File: config.mk
export PLATFORM = sky130hd
export DESIGN_NAME = audio_decimator
export DESIGN_NICKNAME = d
export VERILOG_FILES = /design/src/rtl/audio_dsp_pkg.sv /design/src/rtl/decim_accumulator.sv /design/src/rtl/audio_decimator.sv
export SDC_FILE = /design/constraint.sdc
export NUM_CORES = 1
export LEC_CHECK = 0
export CELL_PAD_IN_SITES_DETAIL_PLACEMENT = 0
export CELL_PAD_IN_SITES_GLOBAL_PLACEMENT = 2
export CORE_MARGIN = 2
export CORE_UTILIZATION = 33
export CTS_CLUSTER_DIAMETER = 100
export DETAILED_ROUTE_END_ITERATION = 6
export PLACE_DENSITY = 0.86
export SETUP_SLACK_MARGIN = 0.5
export SLEW_MARGIN = 25
export SYNTH_ARGS = -nofsm -noshare
export SYNTH_HDL_FRONTEND = slang
export SYNTH_SLANG_ARGS = --single-unit
File: constraint.sdc
create_clock -name clk -period 4.02 [get_ports clk]
set_input_delay 1.206 -clock clk [delete_from_list [all_inputs] [get_ports clk]]
set_output_delay 1.206 -clock clk [all_outputs]
set_load 0.005 [all_outputs]
File: src/rtl/audio_dsp_pkg.sv
// audio_dsp_pkg: shared widths and types for the microphone DSP path
// (audio_codec_data -> audio_decimator -> fft_stream).
//   DECIM_LOG2_R : log2 of the decimation ratio
//   AUDIO_W      : codec sample width (two's complement)
//   FFT_W        : FFT input word width
//   FFT_FRAC     : zero LSBs appended below the sample in an FFT word
package audio_dsp_pkg;

  localparam int unsigned DECIM_LOG2_R = 6;
  localparam int unsigned AUDIO_W      = 16;
  localparam int unsigned FFT_W        = 32;
  localparam int unsigned FFT_FRAC     = 8;

  typedef logic signed [AUDIO_W-1:0] audio_sample_t;
  typedef logic        [FFT_W-1:0]   fft_word_t;

endpackage

File: src/rtl/decim_accumulator.sv
// decim_accumulator: block counter and boxcar accumulator for the decimator.
// Produces a combinational one-cycle result pulse on the accept that closes a
// block of 2^LOG2_R inputs; the caller registers it.
// Ports:
//   clk          : adc_clk domain clock
//   reset        : synchronous, active-high
//   in_valid     : an input sample is accepted this cycle
//   in_data      : two's-complement input sample
//   result_valid : high on the accept that completes a block
//   result       : block average (AVERAGE=1) or last sample of the block (AVERAGE=0)
module decim_accumulator
  import audio_dsp_pkg::*;
#(
  parameter int unsigned IN_W    = AUDIO_W,
  parameter int unsigned LOG2_R  = DECIM_LOG2_R,
  parameter bit          AVERAGE = 1'b1
) (
  input  logic            clk,
  input  logic            reset,
  input  logic            in_valid,
  input  logic [IN_W-1:0] in_data,
  output logic            result_valid,
  output logic [IN_W-1:0] result
);

  localparam int unsigned AccW = IN_W + LOG2_R;

  logic [LOG2_R-1:0] blk_cnt_q, blk_cnt_d;
  logic              blk_last;

  assign blk_last     = (blk_cnt_q == {LOG2_R{1'b1}});
  assign result_valid = in_valid & blk_last;

  // Natural wrap from R-1 to 0 since R is a power of two.
  always_comb begin
    blk_cnt_d = blk_cnt_q;
    if (in_valid) begin
      blk_cnt_d = blk_cnt_q + 1'b1;
    end
  end

  always_ff @(posedge clk) begin
    if (reset) begin
      blk_cnt_q <= '0;
    end else begin
      blk_cnt_q <= blk_cnt_d;
    end
  end

  if (AVERAGE) begin : g_avg
    logic signed [AccW-1:0] acc_q, acc_d;
    logic signed [AccW-1:0] data_ext;
    logic signed [AccW-1:0] sum;
    logic                   unused_sum_lsbs;

    assign data_ext = AccW'($signed(in_data));
    assign sum      = acc_q + data_ext;

    // Clear on the closing accept so the next block starts from zero.
    always_comb begin
      acc_d = acc_q;
      if (in_valid) begin
        acc_d = blk_last ? '0 : sum;
      end
    end

    always_ff @(posedge clk) begin
      if (reset) begin
        acc_q <= '0;
      end else begin
        acc_q <= acc_d;
      end
    end

    // Dropping the low LOG2_R bits of a two's-complement sum is an arithmetic
    // shift right, i.e. floor division by R. The sum of R samples always fits
    // in AccW bits, so the quotient fits back into IN_W bits.
    assign result          = sum[AccW-1:LOG2_R];
    assign unused_sum_lsbs = ^sum[LOG2_R-1:0];
  end else begin : g_pick
    assign result = in_data;
  end

endmodule

File: src/rtl/audio_decimator.sv
// audio_decimator: decimate-by-2^LOG2_R stage between the codec and the FFT.
// One OUT_W word per R accepted inputs, held in a single-entry output register
// until the FFT takes it. Results arriving while the register is full and not
// being drained are discarded and counted.
// Ports:
//   clk        : adc_clk domain clock
//   reset      : synchronous, active-high
//   x_valid    : codec sample valid
//   x_ready    : always 1 (the codec cannot be stalled)
//   x_data     : codec sample, two's complement
//   y_valid    : output word valid
//   y_ready    : FFT accepts the output word
//   y_data     : {sign extension, result, FRAC zeros}
//   drop_count : saturating count of discarded results
//   overflow   : sticky, set on the first discarded result
module audio_decimator
  import audio_dsp_pkg::*;
#(
  parameter int unsigned IN_W    = AUDIO_W,
  parameter int unsigned OUT_W   = FFT_W,
  parameter int unsigned LOG2_R  = DECIM_LOG2_R,
  parameter int unsigned FRAC    = FFT_FRAC,
  parameter bit          AVERAGE = 1'b1
) (
  input  logic             clk,
  input  logic             reset,
  input  logic             x_valid,
  output logic             x_ready,
  input  logic [IN_W-1:0]  x_data,
  output logic             y_valid,
  input  logic             y_ready,
  output logic [OUT_W-1:0] y_data,
  output logic [15:0]      drop_count,
  output logic             overflow
);

  logic             res_valid;
  logic [IN_W-1:0]  res;
  logic [OUT_W-1:0] res_word;

  logic             y_valid_q, y_valid_d;
  logic [OUT_W-1:0] y_data_q, y_data_d;
  logic [15:0]      drop_count_q, drop_count_d;
  logic             overflow_q, overflow_d;
  logic             load;
  logic             drop;

  assign x_ready = 1'b1;

  decim_accumulator #(
    .IN_W    (IN_W),
    .LOG2_R  (LOG2_R),
    .AVERAGE (AVERAGE)
  ) u_accumulator (
    .clk          (clk),
    .reset        (reset),
    .in_valid     (x_valid),
    .in_data      (x_data),
    .result_valid (res_valid),
    .result       (res)
  );

  // Sign-extend to OUT_W, then move the sample up above the FRAC zero LSBs.
  assign res_word = OUT_W'($signed(res)) << FRAC;

  // A concurrent drain frees the register, so the new result is not dropped.
  assign load = res_valid & (~y_valid_q | y_ready);
  assign drop = res_valid & y_valid_q & ~y_ready;

  always_comb begin
    y_valid_d    = y_valid_q;
    y_data_d     = y_data_q;
    drop_count_d = drop_count_q;
    overflow_d   = overflow_q;
    if (load) begin
      y_valid_d = 1'b1;
      y_data_d  = res_word;
    end else if (y_ready) begin
      y_valid_d = 1'b0;
    end
    if (drop) begin
      overflow_d = 1'b1;
      if (drop_count_q != 16'hFFFF) begin
        drop_count_d = drop_count_q + 16'd1;
      end
    end
  end

  always_ff @(posedge clk) begin
    if (reset) begin
      y_valid_q    <= 1'b0;
      y_data_q     <= '0;
      drop_count_q <= '0;
      overflow_q   <= 1'b0;
    end else begin
      y_valid_q    <= y_valid_d;
      y_data_q     <= y_data_d;
      drop_count_q <= drop_count_d;
      overflow_q   <= overflow_d;
    end
  end

  assign y_valid    = y_valid_q;
  assign y_data     = y_data_q;
  assign drop_count = drop_count_q;
  assign overflow   = overflow_q;

endmodule
# == After elaboration in Yosys (flattened, before gate mapping) ==
# Cells that the tools add are included.
# op_classes
n_addsub,3
eq_ne,2
mux,3
n_bitwise,7
n_reduce_logical,2
# op_table
op,n
adder 22 x 16 -> 22 bit,1
two-way mux 22 bit,1
adder 16 x 1 -> 16 bit (second input constant),1
inequality test 16 bit (second input constant),1
adder 6 x 1 -> 6 bit (second input constant),1
== test 6 bit (second input constant),1
AND 1 bit,4
two-way mux 1 bit,2
inverter 1 bit,2
AND reduction 2 bit,1
nonzero test 2 bit,1
bitwise OR 1 bit,1
# word_totals
register_bits,62
in_bits,20
output_inout_bits,51
word_cells,23

# == Logic depth before layout (Yosys ltp) ==
# depth
word_depth,5
depth_mapped,11
ltp_nobuf,11

# == Hierarchy ==
# From an unflattened synthesis, not the netlist that was laid out.
# hier_totals
hier_cells,447
hier_area_um2,3787.4
# by_module_without_submodules
mod,n_inst,cells_each,area_each_um2,seq_area_each_um2
decim_accumulator,1,250,2152.1,560.5
audio_decimator,1,197,1635.3,680.7

# == Worst setup path before layout ==
# OpenSTA, ideal clock, no wires.
# synth_timing
path_type,in2reg
from,input port x_data[2]
to,register u_accumulator.g_avg.acc_q[21]
setup_time_ns,0.085
arrival_time_ns,3.049
path_slack_ns,0.887
stages,9
path_cell_list,ha_1 > and3_1 > a211oi_4 > a2bb2oi_2 > a21oi_4 > a221oi_4 > o21bai_1 > xnor2_1 > o31ai_2
# synth_via
elab_chain_cells,2
# synth_lines
item,line_no,text
start: declaration,audio_decimator.sv:29,"input logic [IN_W-1:0] x_data,"
adder 22 x 16 -> 22 bit,decim_accumulator.sv:57,assign sum = acc_q + data_ext;
two-way mux 22 bit,decim_accumulator.sv:63,acc_d = blk_last ? '0 : sum;
end signal: assignment,decim_accumulator.sv:69,acc_q <= '0;
end signal: assignment,decim_accumulator.sv:71,acc_q <= acc_d;
end: declaration,decim_accumulator.sv:51,"logic signed [AccW-1:0] acc_q, acc_d;"
# Every way passes these cells.
# A chain may end at the register's enable or synchronous reset.

# == Worst setup path after layout ==
# layout_timing
from,input port x_data[15]
to,register u_accumulator.g_avg.acc_q[21]
# Same word-level chain as after synthesis.

==> results.yml <==
floorplanning:
  rows: 38
  die_h_um: 110
  start_util: 0.341
  die_w_um: 110
  core-area_sq_um: 10900
  io_pins: 71
  design.die.area_sq_um: 12200
power_and_ir_drop:
  irDropWorstVdd_mv: 0.187
  seq_power_share: 0.361
  pwr-share-comb: 0.256
  p_sw_uw: 586
  leakagePower_nw: 1.82
  finalPower_mw: 1.87
  power_density_nw_per_um2: 389
  p_int_mw: 1.28
  clockPowerShare: 0.383
  swShare: 0.314
synth:
  avgSynthCellArea_sq_um: 8.36
  synth_edf_count: 0
  post-synth-top-area-cell: "dfxtp_1"
  yosysWarningCount: 0
  synth.most_common_cell: "dfxtp_1"
  ys_seq_area_frac: 0.333
  ys.flop_type: "dfxtp_1"
  synth.area.top_cells: "dfxtp_1 33%, ha_1 7.7%, a21oi_1 5.0%, xnor2_1 4.7%, nor2_1 4.5%"
  synthTopCellsByCount: "62 x dfxtp_1, 45 x nor2_1, 39 x nand2_1"
  synth.ff_latch_count: 62
  synth_area_sq_um: 3730
  post_synth_num_cell_types: 56
  yosysTopAreaCellShare: 0.333
  syn_inst: 446
  postSynth.asyncResetShare: 0
setup_path:
  r2r.worst_path.cells: 9
  cp.required_ns: 4.26
  crit_path_cell_trace: "clkdlybuf4s50_1, ha_1, and4_4, and3_1, a21oi_1, a21oi_4, a221oi_4, o21bai_1, xnor2_1, o31ai_2"
  critPathLaunchType: "input pin"
  critPathMaxFanout: 6
  r2r_end: "y_data[23]$_SDFFE_PP0P_"
  critPathBufInv: 1
  end_kind: "flop"
  max_stage_delay_ns: 0.48
  crit_family: "compound AO/OA/AOI/OAI gates"
  r2r-start: "u_accumulator.g_avg.acc_q[7]$_SDFFE_PP0P_"
  critical_path_arrival_ns: 3.66
  critical_path_class: "in2reg"
  cp_slowest_cell: "clkdlybuf4s50_1"
  reg2reg_slack_ns: 1.61
place:
  place_hpwl_um: 6760
  gp_congestion: 0.817
  portBuffers: 61
global_route:
  overflow: 0
  first_global_vias: 3097
  grt_max_degree: 49
  grt_pass1_wl_um: 15500
  grt_util_all_layers: 0.166
  antenna_found_initial: 0
sta:
  tns_ns: 0
  worst_pin_slew_ns: 0.574
  skew_ns: 0.00822
  slew_violations: 0
  fin_crit_ns: 3.42
  fmax_ghz: 0.293
  slew_headroom: 0.617
  fin_crit_sh: 0.850
  grt_setup_unrepaired: "false"
  setup-violations-final: 0
  hold_viol: 0
  fin_hold_ws_ns: 0.453
clock_network:
  clock-root-buffer: "clkbuf_16"
  path_clk_slew_ns: 0.06
  htree_levels: 3
  cts_buffer_depth: 2
  tritoncts: "built"
  cts_buffers: 9
  insertion_delay_ns: 0.33
  cts.sinks: 62
layout:
  antennaDiodeCount: 0
  area_delta_synth_final_pct: 28.8
  nets: 548
  drive_above_1_share: 0.106
detailed_routing:
  ant_nets: 0
  routed_wl_um: 9470
  num_vias: 3286
  first_iter_violations: 143
  wl_per_cell_um: 14.6
  drc: 0
  vias_per_cell: 5.06
  dr.pass1.iters: 4
min_path:
  min_from: "y_data[19]$_SDFFE_PP0P_"
  hold_path.class: "reg2reg"
  whs_path_depth: 2
  whs_endpoint: "y_data[19]$_SDFFE_PP0P_"
flow_run:
  maxCapViolCount: 0
outcome:
  status: "finished clean"
[cell type report]
class	instances	area, sq um
clock buffer	9	225
clock inverter	7	47.5
fill	1108	6130
inverter	14	52.6
multi-input combinational	342	2330
sequential	62	1240
tap	140	175
timing repair buffer	75	727
[per-layer routing]
metal / vias up / global-route usage / wire length [um]
met5: - / 0 / 0
met4: 0 / 0.0482 / 60
met3: 5 / 0.0394 / 437
met2: 76 / 0.271 / 4520
met1: 1533 / 0.217 / 4450
li1: 1672 / - / -
[state kept, by name, indices dropped and copies added, names as in the netlist]
signal	count
y_valid	1
y_data	16
u_accumulator.g_avg.acc_q	22
overflow	1
u_accumulator.blk_cnt_q	6
drop_count	16
[how the worst max path moves through the flow]
stage                from                                         end  cells after the start
2_1_floorplan   x_data[2]  u_accumulator.g_avg.acc_q[21]$_SDFFE_PP0P_                      9
3_5_place_dp    x_data[0]  u_accumulator.g_avg.acc_q[16]$_SDFFE_PP0P_                     12
3_3_place_gp    x_data[0]  u_accumulator.g_avg.acc_q[16]$_SDFFE_PP0P_                     12
6_report       x_data[15]  u_accumulator.g_avg.acc_q[21]$_SDFFE_PP0P_                     10
4_1_cts         x_data[0]  u_accumulator.g_avg.acc_q[16]$_SDFFE_PP0P_                     12
5_1_grt         x_data[7]                     y_data[23]$_SDFFE_PP0P_                     10
[metrics by stage]
| step | instance area [sq um] | setup WS [ns] | utilization | instances |
|---|---|---|---|---|
| global placement | 4410 | 0.0911 | 0.404 | 629 |
| finish | 4800 | 0.604 | 0.439 | 649 |
| detailed placement | 4410 | 0.0416 | 0.404 | 629 |
| floorplan | 3760 | 0.887 | - | 453 |
| global route | 4800 | 0.481 | 0.439 | 649 |
| CTS | 4690 | 0.522 | 0.429 | 645 |
[kinds of logic (layout without fill, tap and decap cells)]
group	after synthesis	after routing	share of synthesized area
AOI/OAI and AO/OA	104	104	0.195
and+or+nand+nor	165	165	0.225
adders and majority gates	24	24	0.0825
buffers and inverters	49	105	0.0674
muxes	5	5	0.0134
xor gates and xnor gates	35	35	0.0822
other	2	9	0.00201
DFF	62	62	0.333
[worst register-to-register path: stages (launching register included)]
cell and delay [ns]:
dfxtp_1 0.31, ha_1 0.36, nand3_1 0.12, or3_1 0.38, a2bb2oi_2 0.19, a21oi_4 0.24, a221oi_4 0.12, or3_1 0.37
a31oi_1 0.15, nor2_1 0.05
[cell usage in the layout (no fill, tap or decap), types with 6 or more instances in the layout]
cell type and instances:
dfxtp_1 62, inv_1 14, o21ai_0 18, nor2_1 44, nand2_1 39, ha_1 19
or3_1 7, nand4_1 9, a22o_1 6, xor2_1 15, and3_1 6, xnor2_1 20
buf_4 12, clkbuf_16 9, conb_1 9, a31oi_1 6, nor2b_1 12, a21oi_1 35
nor3_1 8, clkdlybuf4s50_1 60, nand3_1 19
[repair_timing]
item / in CTS / in global routing
resized for setup: 1 / 17
endpoints found under the setup margin: 4 / 14
pin swaps: 1 / 7
buffers inserted: 0 / 4
hold buffers: 0 / 0
[power by group through the flow]
| stage | sequential, mW | combinational, mW | clock (mW) |
|---|---|---|---|
| 2_1_floorplan | 0.678 | 0.342 | 0 |
| 3_3_place_gp | 0.684 | 0.433 | 0 |
| 3_5_place_dp | 0.685 | 0.436 | 0 |
| 4_1_cts | 0.672 | 0.442 | 0.740 |
| 5_1_grt | 0.677 | 0.536 | 0.765 |
| 6_report | 0.673 | 0.479 | 0.715 |
Note: power is estimated with default switching activity, not from simulation.
